**src/rtl/resp_signature_compactor.sv**
```systemverilog
// Response signature compactor: folds each 199-bit response word to 32 bits,
// accumulates it in a MISR and compares against a golden signature at the end.
module resp_signature_compactor #(
  parameter int                DATA_W = 199,
  parameter int                SIG_W  = 32,
  parameter logic [SIG_W-1:0]  POLY   = 32'h04C11DB7,
  parameter logic [SIG_W-1:0]  SEED   = 32'hFFFFFFFF,
  parameter int                CNT_W  = 8
) (
  input  logic              clk,
  input  logic              rst,
  input  logic              start,
  input  logic [CNT_W-1:0]  num_samples,
  input  logic [SIG_W-1:0]  expected_sig,
  input  logic              sample_valid,
  input  logic [DATA_W-1:0] sample_data,
  output logic              busy,
  output logic              done,
  output logic              pass,
  output logic [SIG_W-1:0]  signature,
  output logic [CNT_W-1:0]  sample_count
);

  localparam int NCHUNK = (DATA_W + SIG_W - 1) / SIG_W;
  localparam int PAD_W  = NCHUNK * SIG_W;

  localparam logic [1:0] S_IDLE  = 2'd0;
  localparam logic [1:0] S_RUN   = 2'd1;
  localparam logic [1:0] S_CHECK = 2'd2;
  localparam logic [1:0] S_DONE  = 2'd3;

  // Top chunk is zero-padded, so the XOR never sees undriven bits.
  function automatic logic [SIG_W-1:0] fold_f(input logic [DATA_W-1:0] d);
    logic [PAD_W-1:0] padded;
    logic [SIG_W-1:0] acc;
    padded              = '0;
    padded[DATA_W-1:0]  = d;
    acc                 = '0;
    for (int i = 0; i < NCHUNK; i++) begin
      acc = acc ^ padded[i*SIG_W +: SIG_W];
    end
    return acc;
  endfunction

  function automatic logic [SIG_W-1:0] misr_step(input logic [SIG_W-1:0] s,
                                                 input logic [SIG_W-1:0] f);
    logic [SIG_W-1:0] fb;
    fb = s[SIG_W-1] ? POLY : '0;
    return {s[SIG_W-2:0], 1'b0} ^ fb ^ f;
  endfunction

  logic [1:0]       state;
  logic [CNT_W-1:0] num_lat;
  logic [SIG_W-1:0] exp_lat;
  logic [SIG_W-1:0] sig_p1;
  logic [CNT_W-1:0] cnt_p1;
  logic             done_q;
  logic             pass_q;

  logic [SIG_W-1:0] fold_p0;
  logic [SIG_W-1:0] sig_next_p0;
  logic [CNT_W-1:0] cnt_inc_p0;
  logic             vld_p0;

  // Stage p0: combinational fold and next-signature of the incoming word
  assign fold_p0     = fold_f(sample_data);
  assign sig_next_p0 = misr_step(sig_p1, fold_p0);
  assign cnt_inc_p0  = cnt_p1 + CNT_W'(1);
  assign vld_p0      = (state == S_RUN) && sample_valid;

  // Stage p1: registered signature, count and run control
  always_ff @(posedge clk or posedge rst) begin
    if (rst) begin
      state   <= S_IDLE;
      num_lat <= '0;
      exp_lat <= '0;
      sig_p1  <= SEED;
      cnt_p1  <= '0;
      done_q  <= 1'b0;
      pass_q  <= 1'b0;
    end else begin
      case (state)
        S_IDLE, S_DONE: begin
          if (start) begin
            num_lat <= num_samples;
            exp_lat <= expected_sig;
            sig_p1  <= SEED;
            cnt_p1  <= '0;
            done_q  <= 1'b0;
            pass_q  <= 1'b0;
            state   <= (num_samples == '0) ? S_CHECK : S_RUN;
          end
        end
        S_RUN: begin
          if (vld_p0) begin
            sig_p1 <= sig_next_p0;
            cnt_p1 <= cnt_inc_p0;
            if (cnt_inc_p0 == num_lat) begin
              state <= S_CHECK;
            end
          end
        end
        S_CHECK: begin
          pass_q <= (sig_p1 == exp_lat);
          done_q <= 1'b1;
          state  <= S_DONE;
        end
        default: state <= S_IDLE;
      endcase
    end
  end

  assign busy         = (state == S_RUN) || (state == S_CHECK);
  assign done         = done_q;
  assign pass         = pass_q;
  assign signature    = sig_p1;
  assign sample_count = cnt_p1;

endmodule

```
**config.mk**
```make
export PLATFORM = sky130hd
export DESIGN_NAME = resp_signature_compactor
export DESIGN_NICKNAME = d
export VERILOG_FILES = /design/src/rtl/resp_signature_compactor.sv
export SDC_FILE = /design/constraint.sdc
export NUM_CORES = 1
export LEC_CHECK = 0
export CAP_MARGIN = 40
export CORE_MARGIN = 1
export CORE_UTILIZATION = 44
export DETAILED_ROUTE_END_ITERATION = 12
export GPL_ROUTABILITY_DRIVEN = 0
export PLACE_DENSITY = 0.87
export SLEW_MARGIN = 20
export SYNTH_ARGS = -nofsm -noshare
export SYNTH_HDL_FRONTEND = slang
export SYNTH_SLANG_ARGS = --single-unit
```
**constraint.sdc**
```tcl
create_clock -name clk -period 5.9 [get_ports clk]
set_input_delay 1.18 -clock clk [delete_from_list [all_inputs] [get_ports clk]]
set_output_delay 1.18 -clock clk [all_outputs]
set_load 0.02 [all_outputs]
```
**Word level (Yosys, flattened, before mapping)**

Cells that the tools add are included.

- Output and inout port bits: 43
- Memories: 0
- Register bits: 84
- Bits in read-only memories: 0
- Bits in latches: 0
- Memory bits (writable): 0
- Bits of input ports: 243

- Equal/unequal tests: 8
- Reductions and logical operators: 11
- Muxes and demuxes: 15
- Add/sub/neg operators: 1
- Bitwise logic cells: 8
- Div/mod/pow operators: 0
- $mul: 0
- Shift operators: 0
- $lt $le $gt $ge: 0

Operators by type and width:

| cell | number |
|---|---|
| XOR 32 bit | 6 |
| two-way mux 32 bit | 2 |
| case mux 32 bit (2 select lines) | 1 |
| equality test 32 bit | 1 |
| XOR 32 x 27 -> 32 bit | 1 |
| XOR 32 x 7 -> 32 bit | 1 |
| two-way mux 27 bit | 1 |
| two-way mux 8 bit | 2 |
| case mux 8 bit (2 select lines) | 1 |
| adder 8 x 1 -> 8 bit (second input constant) | 1 |
| equality test 8 bit | 1 |
| logical NOT 8 bit | 1 |
| two-way mux 2 bit | 4 |
| case mux 2 bit (3 select lines) | 1 |
| AND reduction 3 bit | 2 |
| equality test 2 bit (second input constant) | 2 |
| != test 2 bit (second input constant) | 2 |
| case mux 1 bit (2 select lines) | 2 |
| AND reduction 2 bit | 2 |
| nonzero test 2 bit | 2 |
| equality test 2 x 1 -> 1 bit (second input constant) | 1 |
| logical NOT 2 bit | 1 |
| != test 2 x 1 -> 1 bit (second input constant) | 1 |
| OR reduction 2 bit | 1 |
| 3 further kinds | 3 |

**Longest topological paths before layout**

Gate-level depths: netlist of run 1.

- Word-level depth: 9
- Mapped depth: 8
- Depth with buffers taken out: 7

**Worst setup path after synthesis of run 1**

OpenSTA, ideal clock, no wires.

- Kind: input -> register
- Start point: input port start
- End point: register state[0]
- Stages: 5
- Data required time: 5.772 ns
- Setup slack: 3.201 ns
- Arrival time: 2.572 ns
- Cell sequence: nand2b_1 > nand4_1 > or4_4 > o41ai_2 > mux2_1

- Cells in the longest elaborated chain, start to end: 2

Ends and longest elaborated chain:

| item | RTL line | RTL |
|---|---|---|
| from (decl) | 12 | `input logic start,` |
| != test 2 bit (no source line) | - |  |
| AND reduction 3 bit (no source line) | - |  |
| to (signal assigned) | 91 | `state <= (num_samples == '0) ? S_CHECK : S_RUN;` |
| to (decl) | 52 | `logic [1:0] state;` |

No other way between the ends.
A chain may end at the register's enable or synchronous reset.

**Worst setup path after layout of run 1**

- Start point: register sig_p1[31] (netlist: signature[31])
- End point: output port signature[31]

RTL lines:

| item | RTL line | RTL |
|---|---|---|
| from (decl) | 55 | `logic [SIG_W-1:0] sig_p1;` |
| from (signal assigned) | 96 | `sig_p1 <= sig_next_p0;` |
| to (decl) | 20 | `output logic [SIG_W-1:0] signature,` |

No word-level cell between the ends.

==> results.cfg, run 1 <==
[route]
wl_per_cell_microns = 16.4
vias = 4892
drc = 0
wl_microns = 16400
dr.pass1.iters = 4
drtIter0Drc = 217
final_antenna_net_count = 0
viasPerCell = 4.88

[timing]
clock.fmax_ghz = 0.317
final_min_period_over_clock_period = 0.535
maxSlewViolCount = 0
fin_ws_ps = 2750
worstMarginPinSlew_ps = 812
hold_ws_ps = 495
setup_tns_ps = 0
rsz0062_at_grt = no
hold_viol_final = 0
slew_headroom = 0.459
fin_worst_skew_ps = 5.94
period_needed_ps = 3150
setup_viol = 0

[worst_setup_path]
path_buf_inv = 1
slowest_delay_ps = 910
end_kind = output pin
crit_cells = 1
crit_path_end = signature[31]
crit_start = signature[31]
start_kind = flip-flop
reg2regPathDepth = 7
slowest_stage = dfstp_2
r2r_start = state[0]
arrival_ps = 1970
cp_cell_sequence = clkdlybuf4s50_1
cp.required_ps = 4720
worstSetupPathType = flip-flop to output pin
r2r_setup_slack_ps = 3410
cp_max_fo = 17
cp_top_family = flip-flops
r2r_end = state[0]

[power_and_ir_drop]
powerDensity_nw_per_um2 = 371
power_frac_seq = 0.311
power_frac_comb = 0.509
finalPower_w = 0.00337
p_int_w = 0.00214
leakage_nw = 3.33
p_sw_frac = 0.364
p_clk_frac = 0.181
peakVddDrop_mv = 0.212
p_sw_w = 0.00122

[clocking]
clk_pin_slew_worst_paths_ps = 60
post-cts-setup-buffer-count = 0
cts-root-buf = clkbuf_16
clk_latency_ps = 330
cts_buffer_depth = 2
cts_hold_buf = 0
cts_tree = built
cts_resized = 0
cts.sinks = 84
ctsHtreeMaxLevel = 3
cts_inserted_buffers = 9

[floorplanning]
start_util = 0.450
die_y_microns = 116
die_area_sq_um = 13400
num_io_pins = 286
coreArea_sq_um = 12600
die_width_microns = 116
fp-row-count = 41

[synthesis]
avgSynthCellArea_sq_um = 10.5
synth.yosys.seq_area_share = 0.377
async_reset_ff_frac = 1.00
synth.area.top_cells = xnor2_1 33%, dfrtp_1 23%, dfstp_2 15%
ys_warn_count = 0
ys_ff_latch = 84
synth-edff-count = 0
yosysTopAreaCell = xnor2_1
synth_top_cell_area_share = 0.325
syn_area_sq_um = 5680
syn_nets = 787
syn_inst = 541
yosys.cell_types.count = 35
synthFlopType = dfrtp_1

[placement]
placement.io_buffers = 285
preCtsSetupSlack_ps = 2490
hpwlAfterDp_microns = 13200

[final_layout]
multiInputGateArea_sq_um = 3450
area_growth_pct = 59.8
nNetsFinal = 1070
final-seq-area_sq_um = 2140
drive_above_1_share = 0.122
nFillCells = 896

[global_route]
overflow = 0
grt_max_degree = 44
grt_pass1_vias = 5034
antenna_found_initial = 1
grt_first_pass_wirelength_microns = 24600
grt_usage = 0.245

[worst_hold_path]
whs_path_depth = 2
hold_path.class = flip-flop to flip-flop

[run_status]
outcome = complete, no violations

[flow_run]
maxCapViolCount = 0
cell type report:
cell class	instances	share of cell area
Timing Repair Buffer	288	0.321
Inverter	5	0.00221
Antenna cell	1	0.000276
Tap cell	172	0.0237
Multi-Input combinational cell	436	0.380
Sequential cell	84	0.236
Clock inverter	6	0.00966
Clock buffer	10	0.0263
logic make-up after synthesis:
logic type	synth area share
buf+inv	0.0161
mux	0.0870
flops	0.377
xor+xnor	0.393
fa+ha+maj	0.00661
simple gates	0.0674
compound gates	0.0522
worst min path at each step:
stage,slack (ps),end,start
after detailed placement,490,pass,pass
after global routing,530,pass,pass
after floorplan,480,state[1],state[1]
final,490,pass,pass
after CTS,500,pass,pass
after global placement,490,pass,pass
through the flow:
step	std cells	util	area [sq um]
after floorplan	541	-	5680
after global placement	983	0.688	8690
after detailed placement	984	0.691	8710
after CTS	1000	0.716	9040
after global routing	1002	0.719	9070
final	1002	0.719	9070
flip-flops by register name (all words and copies together), names as in the netlist:
name / flops
num_lat: 8
exp_lat: 32
state: 2
pass: 1
sample_count: 8
done: 1
signature: 32
cells in the final DEF, fill, tap and decap left out, types with 4 or more instances in the layout:
cell and n:
nand3_1 5, xnor2_1 211, mux2_2 41, nand4_1 6
nor2_1 36, xor2_1 44, nand2_1 13, a21oi_1 33
dfstp_2 32, clkdlybuf4s50_1 285, nor4_1 5, clkbuf_16 9
dfrtp_1 52, o21ai_0 14, inv_1 4
power by group through the flow:
stage          logic (W)  clock network, W  registers (W)
6_report         0.00171          0.000608        0.00105
5_1_grt          0.00185          0.000644        0.00108
4_1_cts          0.00171          0.000620        0.00105
3_5_place_dp     0.00170                 0        0.00106
3_3_place_gp     0.00163                 0        0.00104
2_1_floorplan    0.00110                 0        0.00106
cell usage after synthesis, types with 2 or more instances:
library cell	n
or4_1	3
mux2_1	2
a22o_1	2
o21ai_0	14
clkbuf_1	6
and3_1	2
mux2_2	41
xor2_1	44
a21oi_1	33
nand2_1	14
xnor2_1	211
dfstp_2	32
dfrtp_1	52
nand4_1	6
ha_1	3
nand2b_1	2
nor4_1	5
a31oi_1	2
and2_1	2
inv_1	5
nand3_1	5
nor2_1	36
buf_1	7
layer usage:
layer	up-vias	wire, microns	track usage
li1	2335	-	-
met4	0	440	0.102
met1	2324	6100	0.257
met3	27	900	0.0387
met2	206	8980	0.480
met5	-	0	0
(Power assumes the default switching activity.)
==> run 2: changes to the inputs <==
Settings changed: CORE_UTILIZATION 44 to 41, PLACE_DENSITY 0.87 to 0.82.
Clock period 5.9 ns to 3.1 ns, I/O delays scaled along.
==> run 2 against run 1 <==
Critical path depth increased by 3. Register-to-register slack got worse by 2800 ps. Clock-buffer cell count is 2 higher. Largest power group unchanged.
==> results.cfg, run 2 (same netlist as run 1, synthesis figures left out) <==
[run_status]
outcome = complete, no violations

[floorplanning]
die_area_sq_um = 14300
die_width_microns = 120
fp-row-count = 42
start_util = 0.424
coreArea_sq_um = 13400
die_y_microns = 120
num_io_pins = 286

[placement]
hpwlAfterDp_microns = 13400
placement.io_buffers = 285

[final_layout]
nNetsFinal = 1073
final_common_cell = clkdlybuf4s50_1
area_growth_pct = 59.8
final_cell_mix = 285 x clkdlybuf4s50_1, 211 x xnor2_1, 52 x dfrtp_1
drive_above_1_share = 0.123
diodes = 0
nFillCells = 1050
utilization = 0.677

[worst_setup_path]
reg2regPathDepth = 6
cp.required_ps = 2480
worstSetupPathType = flip-flop to output pin
end_kind = output pin
start_kind = flip-flop
arrival_ps = 1860
cp_max_fo = 6

[route]
drc = 0
viasPerCell = 4.80
wl_per_cell_microns = 16.1
final_antenna_net_count = 0
drtIter0Drc = 235
vias = 4843
dr.pass1.iters = 4
wl_microns = 16200

[clocking]
cts_hold_buf = 0
cts-root-buf = clkbuf_16
post-cts-setup-buffer-count = 0
cts_inserted_buffers = 9
clk_latency_ps = 340
clk_pin_slew_worst_paths_ps = 60
ctsHtreeMaxLevel = 3
cts.sinks = 84
cts_tree = built
cts_resized = 0
cts_buffer_depth = 2

[global_route]
grt_max_degree = 55
antenna_found_initial = 0
overflow = 0
grt_first_pass_wirelength_microns = 25400
grt_pass1_vias = 5176
grt_usage = 0.230

[timing]
setup_viol = 0
worstMarginPinSlew_ps = 559
hold_viol_final = 0
slew_headroom = 0.627
hold_ws_ps = 500
fin_worst_skew_ps = 6.57
rsz0062_at_grt = no
maxSlewViolCount = 0
final_min_period_over_clock_period = 0.800
period_needed_ps = 2480
setup_tns_ps = 0
clock.fmax_ghz = 0.403

[flow_run]
maxCapViolCount = 0

[worst_hold_path]
hold_path.class = flip-flop to flip-flop
whs_path_depth = 2

[power_and_ir_drop]
leakage_nw = 3.33
powerDensity_nw_per_um2 = 706
peakVddDrop_mv = 0.348
==> run 2: cell count changes in the layout (fill, tap and decap cells not counted) <==
cell        change
buf_4           +3
diode_2         -1
clkinvlp_4      +1
clkbuf_1        +2
buf_12          +2
buf_16          -2
clkinv_4        -2
clkinv_2        -1
==> run 2: final cells by class <==
class	instances	area, sq um	area share
Tap cell	176	220	0.0243
Multi-Input combinational cell	436	3450	0.380
Sequential cell	84	2140	0.236
Clock buffer	12	246	0.0272
Inverter	5	20.0	0.00221
Clock inverter	4	72.6	0.00800
Timing Repair Buffer	291	2920	0.322
==> run 2: stage by stage <==
step | total power (W) | std cells | cell area, sq um | setup slack (ps)
floorplan | 0.00411 | 541 | 5680 | 368
global placement | 0.00518 | 992 | 8750 | 427
detailed placement | 0.00530 | 992 | 8750 | 372
CTS | 0.00648 | 1008 | 9070 | 610
global route | 0.00681 | 1008 | 9070 | 559
finish | 0.00640 | 1008 | 9070 | 619
==> run 2: per-layer routing <==
| metal | vias to the layer above | global-route usage | share of wire |
|---|---|---|---|
| li1 | 2345 | - | - |
| met3 | 10 | 0.0447 | 0.065 |
| met5 | - | 0 | 0 |
| met2 | 185 | 0.446 | 0.55 |
| met4 | 0 | 0.0633 | 0.010 |
| met1 | 2303 | 0.250 | 0.38 |
==> run 2: power breakdown <==
| group | switching [W] | leakage, nW | total, W | internal, W |
|---|---|---|---|---|
| Clock | 0.000425 | 0.153 | 0.00115 | 0.000727 |
| Sequential | 0.000380 | 0.968 | 0.00197 | 0.00159 |
| Combinational | 0.00151 | 2.21 | 0.00328 | 0.00176 |
| Total | 0.00232 | 3.33 | 0.00640 | 0.00408 |
==> run 2: final timing paths <==
path	from	end	slack, ps
max reg2reg	sample_count[0]	state[0]	640
max in group asynchronous	rst	signature[25]	1720
min	pass	pass	500
min in group asynchronous	rst	exp_lat[17]	660
min reg2reg	pass	pass	500
max	state[0]	busy	620
==> run 2: critical path: stages, from the launching register on <==
cell and delay (ps):
dfrtp_1 360, inv_1 50, ha_1 360, inv_1 140, clkdlybuf4s50_1 620
==> run 3: changes to the inputs <==
Clock period 3.1 ns to 2.5 ns, I/O delays scaled along.
==> run 3 against run 2 <==
Total power rose by 26%. Clock-buffer cell count rose by 2. Sequential share of layout area fell by 0.19 points. Register-to-register slack got worse by 520 ps. First-iteration DRC count rose by 11%. Final cell count rose by 0.69%. Clock skew barely moved. Critical path depth rose by 1. Via count rose by 1.4%. Highest routed layer unchanged.
==> results.cfg, run 3 (same netlist as run 1, synthesis figures left out) <==
[run_status]
outcome = complete, no violations

[worst_setup_path]
arrival_ps = 1910
worstSetupPathType = flip-flop to output pin
cp_max_fo = 5
critPathMostFrequentCell = inv_1
cp_top_family = buffers and inverters
start_kind = flip-flop
cp.required_ps = 2000
slowest_delay_ps = 610
end_kind = output pin
slowest_stage = clkdlybuf4s50_1
cp_cell_sequence = inv_1 > ha_1 > buf_4 > inv_1 > clkdlybuf4s50_1
path_buf_inv = 4

[global_route]
grt_max_degree = 85
grt_first_pass_wirelength_microns = 25900
grt_usage = 0.232
overflow = 0
antenna_found_initial = 0
grt_pass1_vias = 5436

[route]
drc = 0
drtIter0Drc = 261
final_antenna_net_count = 0
dr.pass1.iters = 4
wl_microns = 16100
vias = 4910
wl_per_cell_microns = 15.8
viasPerCell = 4.84

[power_and_ir_drop]
power_frac_seq = 0.300
p_sw_frac = 0.359
p_clk_frac = 0.174
p_int_w = 0.00517
powerDensity_nw_per_um2 = 882
peakVddDrop_mv = 0.640
power_frac_comb = 0.526
p_sw_w = 0.00289
leakage_nw = 3.37

[final_layout]
nNetsFinal = 1080
area_growth_pct = 61.1
final_cell_mix = 285 x clkdlybuf4s50_1, 211 x xnor2_1, 52 x dfrtp_1
drive_above_1_share = 0.128
final_common_cell = clkdlybuf4s50_1
design_area_sq_um = 9150
diodes = 0

[placement]
placement.io_buffers = 285
dpl_cell_area_sq_um = 8820
preCtsSetupSlack_ps = -88.9
hpwlAfterDp_microns = 13300

[clocking]
clk_pin_slew_worst_paths_ps = 60
cts_buffer_depth = 2
clk_latency_ps = 330
cts.sinks = 84
cts_tree = built
ctsHtreeMaxLevel = 3
cts_inserted_buffers = 9
cts-root-buf = clkbuf_16

[timing]
clock.fmax_ghz = 0.415
worstMarginPinSlew_ps = 466
period_needed_ps = 2410
maxSlewViolCount = 0
slew_headroom = 0.689
setup_viol = 0
rsz0062_at_grt = no
final_min_period_over_clock_period = 0.964
fin_worst_skew_ps = 6.99
fin_ws_ps = 88.9
hold_viol_final = 0

[floorplanning]
fp-row-count = 42
die_width_microns = 120
die_y_microns = 120
num_io_pins = 286
coreArea_sq_um = 13400
die_area_sq_um = 14300
start_util = 0.424

[flow_run]
maxCapViolCount = 0

[worst_hold_path]
hold_path.class = flip-flop to flip-flop
-- run 3: path summary, 6_finish.rpt --
path | start | endpoint | slack (ps) | cells after the start
hold reg to reg | exp_lat[8] | exp_lat[8] | 520 | 1
hold / removal | exp_lat[8] | exp_lat[8] | 520 | 1
max in group asynchronous | rst | signature[14] | 1460 | 3
setup reg to reg | sample_count[1] | state[0] | 120 | 6
min in group asynchronous | rst | exp_lat[1] | 630 | 3
setup / recovery | state[0] | busy | 90 | 5
-- run 3: power by group through the flow --
stage | registers, W | clock network [W] | logic, W
detailed placement | 0.00245 | 0 | 0.00423
global placement | 0.00241 | 0 | 0.00411
global route | 0.00250 | 0.00150 | 0.00459
floorplan | 0.00251 | 0 | 0.00259
CTS | 0.00243 | 0.00144 | 0.00426
finish | 0.00242 | 0.00140 | 0.00424
-- run 3: per-stage QoR --
step	hold slack (ps)	TNS [ps]	cells	util	power [W]
final	523	0	1015	0.683	0.00806
after global placement	500	0	999	0.658	0.00652
after detailed placement	514	-174	999	0.658	0.00668
after CTS	527	0	1015	0.682	0.00812
after global routing	530	0	1015	0.683	0.00859
after floorplan	485	0	541	-	0.00509
-- run 3: area by class of cell --
class / count / area (sq um)
Tap cell: 176 / 220
Fill cell: 1009 / 4250
Timing Repair Buffer: 298 / 2990
Clock inverter: 2 / 60.1
Clock buffer: 14 / 254
Multi-Input combinational cell: 436 / 3460
Sequential cell: 84 / 2140
Inverter: 5 / 22.5
-- run 3: per-layer routing --
layer	up-vias	share of wire	GRT usage
met5	-	0	0
met4	0	0.020	0.0750
met3	21	0.065	0.0447
met2	191	0.55	0.454
met1	2348	0.36	0.245
li1	2350	-	-
-- run 3: repair_timing --
item | CTS | global route
endpoints found under the setup margin | 0 | 2
resized for setup | 0 | 1
buffers inserted | 0 | 0
hold buffers | 0 | 0
